[src/rtl/factorial_seq_ctrl.sv]
// Sequenced n! engine: one OUT_W x IN_W multiply per cycle, result valid max(n,1) edges after accept; holds result while out_ready low.
// Build option FACT_OVF_SAT_EN: saturate out to all ones when the product chain overflows OUT_W bits.
module factorial_seq_ctrl #(
    parameter int IN_W  = 4,
    parameter int OUT_W = 16
) (
    input  logic             clk,
    input  logic             rst,
    input  logic             in_valid,
    output logic             in_ready,
    input  logic [IN_W-1:0]  in,
    output logic             out_valid,
    input  logic             out_ready,
    output logic [OUT_W-1:0] out,
    output logic             ovf,
    output logic             busy
);
    localparam int PW = OUT_W + IN_W;

    typedef enum logic [1:0] {
        IDLE = 2'd0,
        CALC = 2'd1,
        DONE = 2'd2
    } state_t;

    state_t            state, next_state;
    logic [OUT_W-1:0]  acc;
    logic [IN_W-1:0]   cnt;
    logic              ovf_r;
    logic [PW-1:0]     prod;
    logic              more;
    logic [OUT_W-1:0]  result;

    assign prod = PW'(acc) * PW'(cnt);
    assign more = (cnt > IN_W'(1));

    // ovf_r is final at DONE entry: the last multiply happened on an earlier edge.
`ifdef FACT_OVF_SAT_EN
    assign result = ovf_r ? {OUT_W{1'b1}} : acc;
`else
    assign result = acc;
`endif

    always_ff @(posedge clk or posedge rst) begin
        if (rst) begin
            state <= IDLE;
            acc   <= OUT_W'(1);
            cnt   <= '0;
            ovf_r <= 1'b0;
            out   <= '0;
            ovf   <= 1'b0;
        end else begin
            state <= next_state;
            case (state)
                IDLE: begin
                    if (in_valid) begin
                        acc   <= OUT_W'(1);
                        cnt   <= in;
                        ovf_r <= 1'b0;
                    end
                end
                CALC: begin
                    if (more) begin
                        acc   <= prod[OUT_W-1:0];
                        // Judge overflow on the full product so a wrapped acc cannot hide it.
                        ovf_r <= ovf_r | (|prod[PW-1:OUT_W]);
                        cnt   <= cnt - IN_W'(1);
                    end else begin
                        out <= result;
                        ovf <= ovf_r;
                    end
                end
                default: ;
            endcase
        end
    end

    always_comb begin
        next_state = state;
        in_ready   = 1'b0;
        out_valid  = 1'b0;
        busy       = 1'b0;
        case (state)
            IDLE: begin
                in_ready = ~rst;
                if (in_valid && !rst)
                    next_state = CALC;
            end
            CALC: begin
                busy = 1'b1;
                if (!more)
                    next_state = DONE;
            end
            DONE: begin
                busy      = 1'b1;
                out_valid = 1'b1;
                if (out_ready)
                    next_state = IDLE;
            end
            default: next_state = IDLE;
        endcase
    end
endmodule

[config.mk]
export PLATFORM = sky130hd
export DESIGN_NAME = factorial_seq_ctrl
export DESIGN_NICKNAME = d
export VERILOG_FILES = /design/src/rtl/factorial_seq_ctrl.sv
export SDC_FILE = /design/constraint.sdc
export NUM_CORES = 1
export LEC_CHECK = 0
export ABC_AREA = 1
export CORE_MARGIN = 2
export CORE_UTILIZATION = 62
export CTS_BUF_LIST = sky130_fd_sc_hd__clkbuf_4 sky130_fd_sc_hd__clkbuf_8
export DETAILED_ROUTE_END_ITERATION = 10
export PLACE_DENSITY = 0.88
export SLEW_MARGIN = 20
export SYNTH_ARGS = -nofsm -noshare
export SYNTH_HDL_FRONTEND = slang
export SYNTH_SLANG_ARGS = --single-unit
[constraint.sdc]
create_clock -name clk -period 4.4 [get_ports clk]
set_input_delay 0.88 -clock clk [delete_from_list [all_inputs] [get_ports clk]]
set_output_delay 0.88 -clock clk [all_outputs]
set_load 0.02 [all_outputs]
==> metrics.txt, run 1 <==
PD cells=462 nW/um2; startpoint types=flip-flop; Post-synth top cells=165 x nand2_1, 148 x inv_1, 39 x dfrtp_1; maxcap violations=0; Main synth FF type=dfrtp_1; total wire length=between 8000 and 9000 um; critical path capture point type=flip-flop; Core ar.=roughly 6000 um2; final clock skew=between 0.01 and 0.015 ns; Peak supply drop=between 0.5 and 0.6 mV; most instantiated library cell after synthesis=nand2_1; Hold WS=between 0.4 and 0.5 ns; hold buffers post-CTS=0; leakage power=around 2.6 nW; Post-Syn Nets=approximately 630; pre-CTS setup slack=0.808 ns; clock power share=0.156; Site Rows=28; status=complete, no violations; via count=3469; setup TNS=0 ns; Hold Vio Cnt, Final=0; Nets=roughly 650; Synth Area per Inst=6.96 um2; all-layer global routing usage=0.269; grt ovf=0; post-cts resize count=0; EDFF count, synth=0; dpl hpwl=a little under 7000 um; top cell type by total area after synthesis=dfrtp_1; clk buf depth=2; Root Driver=clkbuf_8; Setup Fix Bufs, Post-CTS=0; Area contributors post-synth=dfrtp_1 25%, nand2_1 16%, fa_1 14%; f_max=278 MHz; critical path fanouts, max=21; Crit Path Class=flip-flop to flip-flop; max-slew violations=0; post-synthesis register bit count=40; Tcrit/Tclk final=0.817; ANT cells=0; largest net degree at the start of global routing=~40; vias in the first global route=3525; area of the mapped netlist=around 3900 um2; wire per inst=13.2 um; Reg area=1000 um2; RSZ-0062 raised after global routing=no; total CTS buffers=5; NetSw=0.956 mW; placer congestion estimate=approximately 0.96; Post-synth ARST share=1.00; Final setup viols=0; final worst path period need=~3.6 ns; DRC viols=0; Net Sw Frac=0.480; Worst Path Required=4.60 ns; crit path DAT=around 3.8 ns; Hold Path Class=flip-flop to flip-flop; slew margin rel.=0.544; post-synth top area share=0.250; post-layout worst setup margin=~0.81 ns; internal power of the cells=between 1 and 1.5 mW; Die Height=approximately 83 um; initial antenna violation count=0; Reg power frac=0.337; synth warn=0; remaining antenna violation count=0; Top-Level Pins=28; worst skew pair latency=0.30 ns; Pre-antenna DRT Iters=5; die area=6930 um2; first-pass GRT wire length=15300 um; register area share after synthesis=0.257; Yosys cell types=33; vias per cell=about 5.3; DRT iter0 DRCs=around 210; area of the multi-input gates=around 2200 um2; Reg clk slew, reported paths=approximately 0.090 ns; measured slew at the worst slew-check pin=between 0.6 and 0.7 ns; final cell count without fillers=roughly 660; CTS Sinks=40; layout cells sized above 1=0.0534; die width=between 80 and 90 um; H-tree Lvls=2; CTS tree=done; placed cells=between 600 and 700; Comb power frac=0.507; # fillers=roughly 470; PortBufs=27; Starting Density=0.650; area grow syn2layout=10.7%; post-synthesis cell count=560; final core occ=0.720
## placed cells by master, fill, tap and decap left out, drive strengths merged
| cell type | count |
|---|---|
| xnor2 | 1 |
| a31o | 2 |
| nand2 | 170 |
| fa | 28 |
| a21boi | 1 |
| clkinvlp | 1 |
| a21o | 1 |
| nor3 | 5 |
| nand3 | 16 |
| xor2 | 2 |
| clkbuf | 5 |
| clkinv | 1 |
| bufinv | 1 |
| o211ai | 2 |
| a211oi | 1 |
| a31oi | 1 |
| inv | 155 |
| o22ai | 6 |
| buf | 1 |
| dfrtp | 39 |
| dfstp | 1 |
| clkdlybuf4s50 | 27 |
| a21oi | 23 |
| nor2 | 15 |
| o21ai | 45 |
| ha | 29 |
| or2 | 2 |
## layer usage
layer  global-route usage  routed length [um]  vias up
met5                    0                   0        -
met4               0.0954                 172        0
met3               0.0457                 434       19
met2                0.455                4240      107
met1                0.347                3830     1641
li1                     -                   -     1702
## registers in the layout, indices dropped and copies added (netlist names)
| register | count |
|---|---|
| acc | 16 |
| out | 16 |
| cnt | 4 |
| state | 2 |
| ovf | 1 |
| ovf_r | 1 |
## area by class of cell
class                   instances  share of cell area
clock inverters                 3             0.00986
flip-flops and latches         40               0.232
well taps                      75              0.0218
repair buffers                 28              0.0644
inverters                     155               0.135
multi-input cells             350               0.521
clock buffers                   5              0.0160
## worst max-delay path, cell delays in order (launching register included)
cell and delay, ns:
dfrtp_1 0.78, nand2_1 0.16, fa_1 0.54, inv_1 0.06, fa_1 0.53, fa_1 0.47
nand2_1 0.09, nand2_1 0.10, nand3_1 0.09, nand2_1 0.10, nand2_1 0.10, nand2_1 0.05
nand2_1 0.06, nand2_1 0.05, nor2_1 0.13, nand3_2 0.08, nand2_2 0.06, a21oi_2 0.05
## worst paths after layout
path / startpoint / endpoint / slack, ns / cells past startpoint
worst max register to register: cnt[2] / ovf_r / 0.81 / 17
max in group asynchronous: rst / acc[0] / 2.94 / 3
min in group asynchronous: rst / out[12] / 1.09 / 3
worst min register to register: out[6] / out[6] / 0.49 / 2
worst max-delay path: cnt[2] / ovf_r / 0.81 / 17
worst min-delay path: out[6] / out[6] / 0.49 / 2
## kinds of logic (layout without fill, tap and decap cells)
kind of cell,after synthesis,in the layout,synth area share
compound gates,82,82,0.114
fa+ha+maj,57,57,0.237
flops,40,40,0.257
xor+xnor,3,3,0.00674
buf+inv,170,191,0.166
simple gates,208,208,0.219
## metrics by stage
step / instance area, um2 / power [mW]
6_report: 4310 / 1.99
5_1_grt: 4310 / 2.16
4_1_cts: 4310 / 2.00
3_5_place_dp: 4200 / 1.68
3_3_place_gp: 4200 / 1.64
2_1_floorplan: 3900 / 1.35
## power by group through the flow
stage          registers [mW]  clock network (mW)  logic, mW
2_1_floorplan           0.635                   0      0.719
3_3_place_gp            0.667                   0      0.975
3_5_place_dp            0.673                   0       1.01
4_1_cts                 0.669               0.313       1.02
5_1_grt                 0.692               0.328       1.15
6_report                0.671               0.311       1.01
(Power assumes the default switching activity.)
==> inputs of run 2 (changes only) <==
==> constraint.sdc (replaced) <==
create_clock -name clk -period 3.64 [get_ports clk]
set_input_delay 0.728 -clock clk [delete_from_list [all_inputs] [get_ports clk]]
set_output_delay 0.728 -clock clk [all_outputs]
set_load 0.02 [all_outputs]
==> metrics.txt, run 2 (synthesis gave the netlist of run 1 again) <==
maxcap violations=0; most used cell, CP=nand2_1; Tcrit/Tclk final=0.937; DRT iter0 DRCs=approximately 230; first-pass GRT wire length=between 15000 and 20000 um; Site Rows=28; Nets=approximately 650; commonest non-fill, non-tap cell in the layout=nand2_1; die area=between 6000 and 7000 um2; status=complete, no violations; clk buf depth=2; Pre-antenna DRT Iters=5; all-layer global routing usage=0.281; CTS tree=done; PD cells=579 nW/um2; crit-path max cell delay=0.59 ns; critical path fanouts, max=4; max-slew violations=0; worst skew pair latency=~0.31 ns; f_max=293 MHz; final clock skew=~0.0067 ns; largest net degree at the start of global routing=41; CP delay by family, top=adder cells; vias in the first global route=3612; layout cells sized above 1=0.0733; critical path capture point type=flip-flop; Hold Path Class=flip-flop to flip-flop; Final setup viols=0; area grow syn2layout=12.5%; Reg clk slew, reported paths=0.09 ns; # fillers=approximately 450; slew margin rel.=0.509; dpl hpwl=6960 um; stages on the worst setup path=17; Core ar.=roughly 6000 um2; initial antenna violation count=0; Worst Path Required=around 3.8 ns; crit path DAT=between 3 and 4 ns; Top-Level Pins=28; placer congestion estimate=between 0.9 and 1; Die Height=83.3 um; total CTS buffers=5; die width=around 83 um; CTS Sinks=40; vias per cell=5.34; biggest regs=acc (16), out (16), cnt (4); Hold Vio Cnt, Final=0; measured slew at the worst slew-check pin=around 0.74 ns; most frequent cells in the layout=165 x nand2_1, 147 x inv_1, 36 x dfrtp_1; worst path cell trace=nand2_1, fa_1, inv_1, fa_1, fa_1, nand2_1, nand2_1, nand3_1, nand2_1, nand2_1, nand2_1, nand2_1, nand2_1, nor2_2, nand3_2, nand2_2, a21oi_2; leakage power=2.62 nW; Slowest-stage cell, CP=dfstp_2; Root Driver=clkbuf_8; Crit Path Class=flip-flop to flip-flop; H-tree Lvls=2; wire per inst=between 10 and 15 um; worst hold stages=2; ANT cells=0; grt ovf=0; FF-to-FF path depth=17; remaining antenna violation count=0; via count=between 3000 and 4000; Peak supply drop=0.726 mV; Starting Density=0.650; startpoint types=flip-flop; final core occ=0.732; CP Buf/Inv Count=1; final worst path period need=roughly 3.4 ns; PortBufs=27; Hold WS=0.489 ns; hold buffers post-CTS=0; total wire length=between 9000 and 10000 um; DRC viols=0
run 2: repair_timing:
action,4_1_cts,5_1_grt
setup endpoints to repair,0,1
gates resized for setup,0,6
buffers inserted,0,1
run 2: worst reg2reg max path: stages, from the launching register on:
cell,delay [ns]
dfstp_2,0.59
nand2_1,0.10
fa_1,0.54
inv_1,0.05
fa_1,0.52
fa_1,0.48
nand2_1,0.09
nand2_1,0.12
nand3_1,0.10
nand2_1,0.11
nand2_1,0.11
nand2_1,0.06
nand2_1,0.06
nand2_1,0.05
nor2_2,0.12
nand3_2,0.07
nand2_2,0.06
a21oi_2,0.05
run 2: cell type report:
type / count / area (um2) / area share
flip-flops and latches: 40 / 1010 / 0.229
multi-input cells: 350 / 2250 / 0.514
inverters: 155 / 582 / 0.133
repair buffers: 34 / 335 / 0.0765
well taps: 75 / 93.8 / 0.0214
clock inverters: 3 / 46.3 / 0.0106
clock buffers: 5 / 68.8 / 0.0157
run 2: power by group:
group / total (mW) / switching (mW) / internal (mW) / leakage [nW]
Clock: 0.391 / 0.184 / 0.207 / 0.0548
Combinational: 1.37 / 0.850 / 0.515 / 2.03
Sequential: 0.780 / 0.188 / 0.592 / 0.536
run 2: final timing paths:
check | startpoint | to | slack [ns]
worst min register to register | out[2] | out[2] | 0.49
worst max register to register | acc[0] | ovf_r | 0.23
max in group asynchronous | rst | cnt[1] | 2.34
min in group asynchronous | rst | out[10] | 0.93
worst min-delay path | out[2] | out[2] | 0.49
worst max-delay path | acc[0] | ovf_r | 0.23
run 2: metrics by stage:
step	setup TNS (ns)	power, mW	setup WS, ns	area [um2]	instances
detailed placement	0	2.10	0.217	4240	653
global route	-0.0473	2.73	-0.0473	4380	662
finish	0	2.54	0.228	4380	662
global placement	0	2.03	0.285	4240	653
CTS	0	2.50	0.135	4360	661
floorplan	0	1.64	0.175	3900	560
run 2: per-layer routing:
metal / up-vias / part of all wire / GRT usage
met1: 1646 / 0.40 / 0.336
met4: 0 / 0.028 / 0.0879
met5: - / 0 / 0
met2: 143 / 0.52 / 0.518
li1: 1717 / - / -
met3: 29 / 0.051 / 0.0417
==> inputs of run 3 (changes only) <==
--- a/config.mk
+++ b/config.mk
@@ -6,11 +6,13 @@
 export NUM_CORES = 1
 export LEC_CHECK = 0
 export ABC_AREA = 1
+export ABC_CLOCK_PERIOD_IN_PS = 3640
 export CORE_MARGIN = 2
 export CORE_UTILIZATION = 62
 export CTS_BUF_LIST = sky130_fd_sc_hd__clkbuf_4 sky130_fd_sc_hd__clkbuf_8
 export DETAILED_ROUTE_END_ITERATION = 10
 export PLACE_DENSITY = 0.88
+export SKIP_LAST_GASP = 1
 export SLEW_MARGIN = 20
 export SYNTH_ARGS = -nofsm -noshare
 export SYNTH_HDL_FRONTEND = slang
==> results of run 3 <==
Final layout, timing and power as in run 2 (identical DEF).
